## src/rtl/vx_fpbf16_cvt_if.sv

```systemverilog
// FPU rounding-mode and exception-flag definitions, plus the request/response bundle of the BF16 converter.
// master = requester side, slave = converter side.
package vx_fpbf16_pkg;
  localparam int INST_FRM_BITS = 3;
  localparam logic [INST_FRM_BITS-1:0] FRM_RNE = 3'd0;
  localparam logic [INST_FRM_BITS-1:0] FRM_RTZ = 3'd1;
  localparam logic [INST_FRM_BITS-1:0] FRM_RDN = 3'd2;
  localparam logic [INST_FRM_BITS-1:0] FRM_RUP = 3'd3;
  localparam logic [INST_FRM_BITS-1:0] FRM_RMM = 3'd4;

  typedef struct packed {
    logic nv;
    logic dz;
    logic of;
    logic uf;
    logic nx;
  } fflags_t;
endpackage

interface vx_fpbf16_cvt_if #(
  parameter int TAGW  = 1,
  parameter int LANES = 1
);
  logic                                       valid_in;
  logic                                       ready_in;
  logic [TAGW-1:0]                            tag_in;
  logic [vx_fpbf16_pkg::INST_FRM_BITS-1:0]    frm;
  logic                                       is_narrow;
  logic [LANES-1:0][31:0]                     dataa;
  logic [LANES-1:0][31:0]                     result;
  logic                                       has_fflags;
  vx_fpbf16_pkg::fflags_t [LANES-1:0]         fflags;
  logic [TAGW-1:0]                            tag_out;
  logic                                       valid_out;
  logic                                       ready_out;

  modport master (
    output valid_in, tag_in, frm, is_narrow, dataa, ready_out,
    input  ready_in, result, has_fflags, fflags, tag_out, valid_out
  );

  modport slave (
    input  valid_in, tag_in, frm, is_narrow, dataa, ready_out,
    output ready_in, result, has_fflags, fflags, tag_out, valid_out
  );
endinterface

```

## src/rtl/vx_fpbf16_cvt.sv

```systemverilog
// Multi-lane FP32<->BF16 converter, LATENCY cycles, 1/cycle; the whole pipe freezes while the output is held.
// FPU_BF16_NAN_PAYLOAD_EN keeps quieted NaN sign/payload instead of the canonical NaN.
module vx_fpbf16_cvt #(
  parameter int TAGW    = 1,
  parameter int LANES   = 1,
  parameter int LATENCY = 2
) (
  input logic          clk,
  input logic          reset,
  vx_fpbf16_cvt_if.slave io
);
  import vx_fpbf16_pkg::*;

  typedef struct packed {
    logic       sign;
    logic [7:0] exp;
    logic [6:0] man;
    logic       inc;
    logic       nan;
    logic       inf;
    logic       zero;
    logic       nv;
    logic       uf;
    logic       nx;
  } lane_t;

  typedef struct packed {
    logic                     vld;
    logic [TAGW-1:0]          tag;
    logic                     narrow;
    logic [INST_FRM_BITS-1:0] frm;
    lane_t [LANES-1:0]        lane;
  } stage_t;

  typedef struct packed {
    logic [31:0] val;
    fflags_t     fl;
  } res_t;

  function automatic lane_t decode(input logic [31:0] x, input logic narrow,
                                   input logic [INST_FRM_BITS-1:0] rm);
    lane_t       d;
    logic [22:0] frac;
    logic        guard, sticky, rne;
    d      = '0;
    d.sign = x[31];
    d.exp  = x[30:23];
    d.man  = x[22:16];
    // Widen only looks at the BF16 half, so its NaN test ignores the low mantissa bits.
    frac   = narrow ? x[22:0] : {x[22:16], 16'h0};
    guard  = x[15];
    sticky = |x[14:0];
    rne    = guard & (sticky | x[16]);
    d.nan  = (d.exp == 8'hFF) && (frac != '0);
    d.inf  = (d.exp == 8'hFF) && (frac == '0);
    d.zero = (d.exp == 8'h00);
    if (narrow) begin
      d.nv = d.nan & ~x[22];
      if (d.zero && (frac != '0)) begin
        d.uf = 1'b1;
        d.nx = 1'b1;
      end
      if (!d.zero && (d.exp != 8'hFF)) begin
        d.nx = guard | sticky;
        case (rm)
          FRM_RNE: d.inc = rne;
          FRM_RTZ: d.inc = 1'b0;
          FRM_RDN: d.inc = d.sign & d.nx;
          FRM_RUP: d.inc = ~d.sign & d.nx;
          FRM_RMM: d.inc = guard;
          default: d.inc = rne;
        endcase
      end
    end
    return d;
  endfunction

  function automatic res_t pack(input lane_t d, input logic [INST_FRM_BITS-1:0] rm);
    res_t        r;
    logic [14:0] sum;
    logic [31:0] inf_v, max_v;
    r      = '0;
    r.fl.nv = d.nv;
    r.fl.uf = d.uf;
    r.fl.nx = d.nx;
    // The mantissa carry ripples straight into the exponent field.
    sum    = {d.exp, d.man} + 15'(d.inc);
    inf_v  = {d.sign, 8'hFF, 23'h0};
    max_v  = {d.sign, 8'hFE, 7'h7F, 16'h0};
    if (d.nan) begin
`ifdef FPU_BF16_NAN_PAYLOAD_EN
      r.val = {d.sign, 8'hFF, 1'b1, d.man[5:0], 16'h0};
`else
      r.val = 32'h7FC0_0000;
`endif
    end else if (d.inf) begin
      r.val = inf_v;
    end else if (d.zero) begin
      r.val = {d.sign, 31'h0};
    end else if (sum[14:7] == 8'hFF) begin
      r.fl.of = 1'b1;
      r.fl.nx = 1'b1;
      case (rm)
        FRM_RTZ: r.val = max_v;
        FRM_RDN: r.val = d.sign ? inf_v : max_v;
        FRM_RUP: r.val = d.sign ? max_v : inf_v;
        default: r.val = inf_v;
      endcase
    end else begin
      r.val = {d.sign, sum, 16'h0};
    end
    return r;
  endfunction

  stage_t            in_stage;
  stage_t            last;
  stage_t            pipe [LATENCY-1];
  res_t [LANES-1:0]  pk;
  logic              enable;

  assign enable      = ~(io.valid_out & ~io.ready_out);
  assign io.ready_in = enable;
  assign last        = pipe[LATENCY-2];

  always_comb begin
    in_stage        = '0;
    in_stage.vld    = io.valid_in;
    in_stage.tag    = io.tag_in;
    in_stage.narrow = io.is_narrow;
    in_stage.frm    = io.frm;
    for (int i = 0; i < LANES; i++) begin
      in_stage.lane[i] = decode(io.dataa[i], io.is_narrow, io.frm);
    end
  end

  always_comb begin
    pk = '0;
    for (int i = 0; i < LANES; i++) begin
      pk[i] = pack(last.lane[i], last.frm);
    end
  end

  always_ff @(posedge clk) begin
    if (reset) begin
      for (int i = 0; i < LATENCY-1; i++) pipe[i] <= '0;
      io.valid_out  <= 1'b0;
      io.result     <= '0;
      io.fflags     <= '0;
      io.has_fflags <= 1'b0;
      io.tag_out    <= '0;
    end else if (enable) begin
      pipe[0] <= in_stage;
      for (int i = 1; i < LATENCY-1; i++) pipe[i] <= pipe[i-1];
      io.valid_out  <= last.vld;
      io.tag_out    <= last.tag;
      io.has_fflags <= last.narrow;
      for (int i = 0; i < LANES; i++) begin
        io.result[i] <= pk[i].val;
        io.fflags[i] <= pk[i].fl;
      end
    end
  end
endmodule
```

## src/flat_wrapper.sv

```systemverilog
// flat-port wrapper written by rule: the top's interface ports become plain ports
module vx_fpbf16_cvt_flat import vx_fpbf16_pkg::*;
#(
  parameter int TAGW    = 1,
  parameter int LANES   = 1,
  parameter int LATENCY = 2
)
  (clk, reset, io_valid_in, io_tag_in, io_frm, io_is_narrow, io_dataa, io_ready_out, io_ready_in, io_result, io_has_fflags, io_fflags, io_tag_out, io_valid_out);
  vx_fpbf16_cvt_if #(.TAGW(TAGW), .LANES(LANES)) io_i ();
  input logic clk;
  input logic reset;
  input wire logic [$bits(io_i.valid_in)-1:0] io_valid_in;
  input wire logic [$bits(io_i.tag_in)-1:0] io_tag_in;
  input wire logic [$bits(io_i.frm)-1:0] io_frm;
  input wire logic [$bits(io_i.is_narrow)-1:0] io_is_narrow;
  input wire logic [$bits(io_i.dataa)-1:0] io_dataa;
  input wire logic [$bits(io_i.ready_out)-1:0] io_ready_out;
  output wire logic [$bits(io_i.ready_in)-1:0] io_ready_in;
  output wire logic [$bits(io_i.result)-1:0] io_result;
  output wire logic [$bits(io_i.has_fflags)-1:0] io_has_fflags;
  output wire logic [$bits(io_i.fflags)-1:0] io_fflags;
  output wire logic [$bits(io_i.tag_out)-1:0] io_tag_out;
  output wire logic [$bits(io_i.valid_out)-1:0] io_valid_out;
  assign io_i.valid_in = io_valid_in;
  assign io_i.tag_in = io_tag_in;
  assign io_i.frm = io_frm;
  assign io_i.is_narrow = io_is_narrow;
  assign io_i.dataa = io_dataa;
  assign io_i.ready_out = io_ready_out;
  assign io_ready_in = io_i.ready_in;
  assign io_result = io_i.result;
  assign io_has_fflags = io_i.has_fflags;
  assign io_fflags = io_i.fflags;
  assign io_tag_out = io_i.tag_out;
  assign io_valid_out = io_i.valid_out;
  vx_fpbf16_cvt #(.TAGW(TAGW), .LANES(LANES), .LATENCY(LATENCY)) u_core (.clk(clk), .reset(reset), .io(io_i));
endmodule
```

## config.mk

```make
export PLATFORM = sky130hd
export DESIGN_NAME = vx_fpbf16_cvt_flat
export DESIGN_NICKNAME = d
export VERILOG_FILES = /design/src/rtl/vx_fpbf16_cvt_if.sv /design/src/rtl/vx_fpbf16_cvt.sv /design/src/flat_wrapper.sv
export SDC_FILE = /design/constraint.sdc
export NUM_CORES = 1
export LEC_CHECK = 0
export ABC_CLOCK_PERIOD_IN_PS = 5500
export CORE_MARGIN = 3
export CORE_UTILIZATION = 50
export CTS_BUF_LIST = sky130_fd_sc_hd__clkbuf_16
export CTS_CLUSTER_DIAMETER = 50
export DETAILED_ROUTE_END_ITERATION = 12
export GPL_TIMING_DRIVEN = 0
export PLACE_DENSITY = 0.86
export SLEW_MARGIN = 20
export SYNTH_ARGS = -nofsm -noshare
export SYNTH_HDL_FRONTEND = slang
export SYNTH_SLANG_ARGS = --single-unit
```

## constraint.sdc

```tcl
create_clock -name clk -period 5.5 [get_ports clk]
set_input_delay 1.375 -clock clk [delete_from_list [all_inputs] [get_ports clk]]
set_output_delay 1.375 -clock clk [all_outputs]
set_load 0.01 [all_outputs]
```

==> impl_results.md <==
- Maximum buffer depth of the clock tree: 2
- Slew @ Worst Pin: just under 1 ns
- Total wire length after detailed routing: between 5 and 6 mm
- Clock Latency Late Sink: approximately 0.29 ns
- Count of nets left with antenna violations after detail routing: 0
- Classification of the worst-slack hold path: reg -> reg
- Worst path arrival time: 3.40 ns
- Placeable core area: 5140 um2
- GR Overflow Total: 0
- Flip-flop and latch count after synthesis: 52
- Post-detailed-placement half-perimeter wirelength: 4.72 mm
- Die width: just under 80 um
- Total global routing track utilization: 19.6%
- Multiplexer fraction of the synthesized cell area: approximately 1.5%
- Required time of the critical path: approximately 4.1 ns
- Async SR Flop Fraction: 0%
- Vertical extent of the die: between 70 and 80 um
- Overall die area: approximately 6300 um2
- Combinational family with the most area after synthesis: simple AND/OR/NAND/NOR gates
- Post-Synth Simple-Gate Area: between 20 and 30%
- Maximum number of pins on one net before global-route repair: 30
- Clock transition at the registers of the reported paths: around 0.07 ns
- Most used flip-flop cell after synthesis: edfxtp_1
- Maximum achievable frequency: about 210 MHz
- Count of final hold-check violations: 0
- Port bufs: between 60 and 70
- Post-synthesis sequential area ratio: about half
- Hold buffers post-CTS: 0
- Post-synthesis xor/xnor area fraction: 5.23%
- Headroom to the max-slew limit: 34.2%
- DRC violations left: 0
- CTS resizes: 0
- Max-cap violations: 0
- Crit Path Max Fanout: 10
- Wirelength per Cell: approximately 14 um
- Maximum level of the CTS H-tree: 2
- Peak supply drop: ~0.15 mV
- Nets: a little over 400
- Root buffer cell: clkbuf_16
- Number of distinct library cells after synthesis: 50
- Sum Neg Setup Slack: 0 ns
- Number of diodes: 0
- Hold WS: about 0.44 ns
- First-pass GRT wire length: ~9.5 mm
- Antenna violations before repair: 0
- Post-CTS Repair Setup Buffers: 0
- Startpoint-to-endpoint class of the critical path: in -> out
- # IOs: ~80
- Iteration-0 DRC count of the detailed router: ~110
- Synth-to-layout area growth: 34.7%
- Post-synth EDFFs: 29
- Arithmetic-cell share of the synthesized area counting full adders, half adders and majority gates: less than 1%
- Number of CTS-inserted buffers: 5
- Status: finished clean
- Count of final max-slew check failures: 0
- Min cycle time layout: 4.77 ns
- Number of failing setup endpoints in the final timing report: 0
- Synth Warn #: 0
- Share of the synthesized area in compound gates (AO/OA/AOI/OAI): 9.10%
- Final cycle utilization of the critical path: about 87%
- Vias in the first global route: about 2100
- Leakage dissipation: approximately 1.4 nW
- Number of cell rows: 26
- Mapped Cells: approximately 270
- Avg Cell Area, Syn: ~9.8 um2
- Largest clock skew in the final design: about 0.0082 ns
- Area of the mapped netlist: between 2000 and 3000 um2
- Avg Vias per Cell: slightly above 5
- Startpoint type of the worst setup path: primary input
- Initial cell density of the core: 52.1%
- RSZ-0062 raised after global routing: false
- CTS tree: built
- Crit path capture type: primary output
- Routed via count: about 2200
- Final GP Congestion: 0.871
- Length of the first detailed-routing pass in iterations: 6
- Share of post-route cells with drive strength above 1: between 10% and 20%
- Power per Cell Area: around 250 nW/um2
- CTS sink cnt: between 50 and 60
==> cells in the mapped netlist, types with 2 or more instances <==
| cell type | count | area [um2] |
|---|---|---|
| a21oi_1 | 11 | 55.1 |
| a22o_1 | 5 | 43.8 |
| and2_1 | 22 | 138 |
| buf_2 | 3 | 15.0 |
| buf_4 | 17 | 128 |
| buf_6 | 2 | 22.5 |
| clkbuf_1 | 5 | 18.8 |
| dfxtp_1 | 23 | 460 |
| edfxtp_1 | 29 | 871 |
| ha_1 | 2 | 25.0 |
| inv_1 | 5 | 18.8 |
| mux2i_1 | 4 | 40.0 |
| nand2_1 | 30 | 113 |
| nand3_1 | 6 | 30.0 |
| nand4_1 | 7 | 43.8 |
| nor2_1 | 25 | 93.8 |
| nor2b_1 | 2 | 12.5 |
| nor3_1 | 8 | 40.0 |
| nor3_2 | 2 | 20.0 |
| nor4_1 | 10 | 62.6 |
| o21ai_0 | 2 | 10.0 |
| o21ai_1 | 3 | 15.0 |
| o22ai_1 | 9 | 56.3 |
| or2_2 | 2 | 12.5 |
| xnor2_1 | 9 | 78.8 |
| xor2_1 | 7 | 61.3 |
==> state kept, by name, indices dropped and copies added (netlist names) <==
| name | count |
|---|---|
| u_core.io.fflags | 4 |
| u_core.pipe | 29 |
| u_core.io.valid_out | 1 |
| u_core.io.has_fflags | 1 |
| u_core.io.result | 16 |
| u_core.io.tag_out | 1 |
==> final timing paths <==
| kind | cells past startpoint | slack (ns) | from | to |
|---|---|---|---|---|
| min reg2reg | 2 | 0.44 | u_core.io.fflags[2]$_SDFFE_PP0N_ | u_core.io.fflags[2]$_SDFFE_PP0N_ |
| max | 7 | 0.73 | io_ready_out | io_ready_in |
| min | 2 | 0.44 | u_core.io.fflags[2]$_SDFFE_PP0N_ | u_core.io.fflags[2]$_SDFFE_PP0N_ |
| max reg2reg | 6 | 2.60 | u_core.io.valid_out$_SDFFE_PP0N_ | u_core.pipe[0][9]$_SDFFCE_PN0P_ |
==> worst max-delay path, cell delays in order <==
cell and delay (ns):
clkdlybuf4s50_1 0.46, nor2b_1 0.04, clkbuf_1 0.19, inv_2 0.09, buf_2 0.22, buf_1 0.40, clkdlybuf4s50_1 0.62
==> cells in the final DEF, fill, tap and decap left out, drive strengths merged, types with 2 or more instances in the layout <==
cell	n
nand3	7
nor2	25
clkdlybuf4s50	63
and2	22
o21ai	5
ha	2
buf	23
nand4	8
clkbuf	10
mux2i	4
inv	6
a22o	5
a21oi	11
xor2	7
edfxtp	29
xnor2	9
dfxtp	23
nand2	30
o211ai	2
nor4	11
o22ai	9
nor3	10
or2	3
nor2b	2
clkinvlp	2
clkinv	2
conb	17
==> metrics by stage <==
step           cell area, um2  instances  setup WS, ns  util, %  power, mW
4_1_cts                  3610        431         0.726     70.2      0.912
3_5_place_dp             3460        423         0.724     67.3      0.601
6_report                 3610        431         0.728     70.2      0.906
2_1_floorplan            2740        290          1.98        -      0.529
5_1_grt                  3610        431         0.575     70.2      0.940
3_3_place_gp             3460        423         0.739     67.3      0.597
==> per-layer routing <==
metal / up-vias / GRT usage (%) / wire length (um)
met5: - / 0 / 0
met2: 80 / 33.2 / 2890
li1: 1111 / - / -
met3: 12 / 3.74 / 325
met1: 1009 / 24.9 / 2610
met4: 0 / 7.22 / 131
==> area by class of cell <==
| cell class | count | area (um2) |
|---|---|---|
| Buffer | 28 | 188 |
| Clock buffer | 5 | 125 |
| Clock inverter | 3 | 26.3 |
| Fill cell | 433 | 1530 |
| Inverter | 7 | 26.3 |
| Multi-Input combinational cell | 203 | 1190 |
| Sequential cell | 52 | 1330 |
| Tap cell | 70 | 87.6 |
| Timing Repair Buffer | 63 | 631 |
==> power breakdown <==
group / switching, mW / total, mW / leakage (nW) / internal [mW]
Sequential: 0.0197 / 0.456 / 0.526 / 0.436
Combinational: 0.0603 / 0.137 / 0.848 / 0.0768
Clock: 0.142 / 0.314 / 0.0680 / 0.172
==> cells by family (layout without fill, tap and decap cells) <==
group           after synthesis  after routing
buf+inv                      35            106
compound gates               37             37
other cells                   1             17
simple gates                127            127
fa+ha+maj                     2              2
flops                        52             52
mux                           4              4
xor+xnor                     16             16
(Power assumes the default switching activity.)
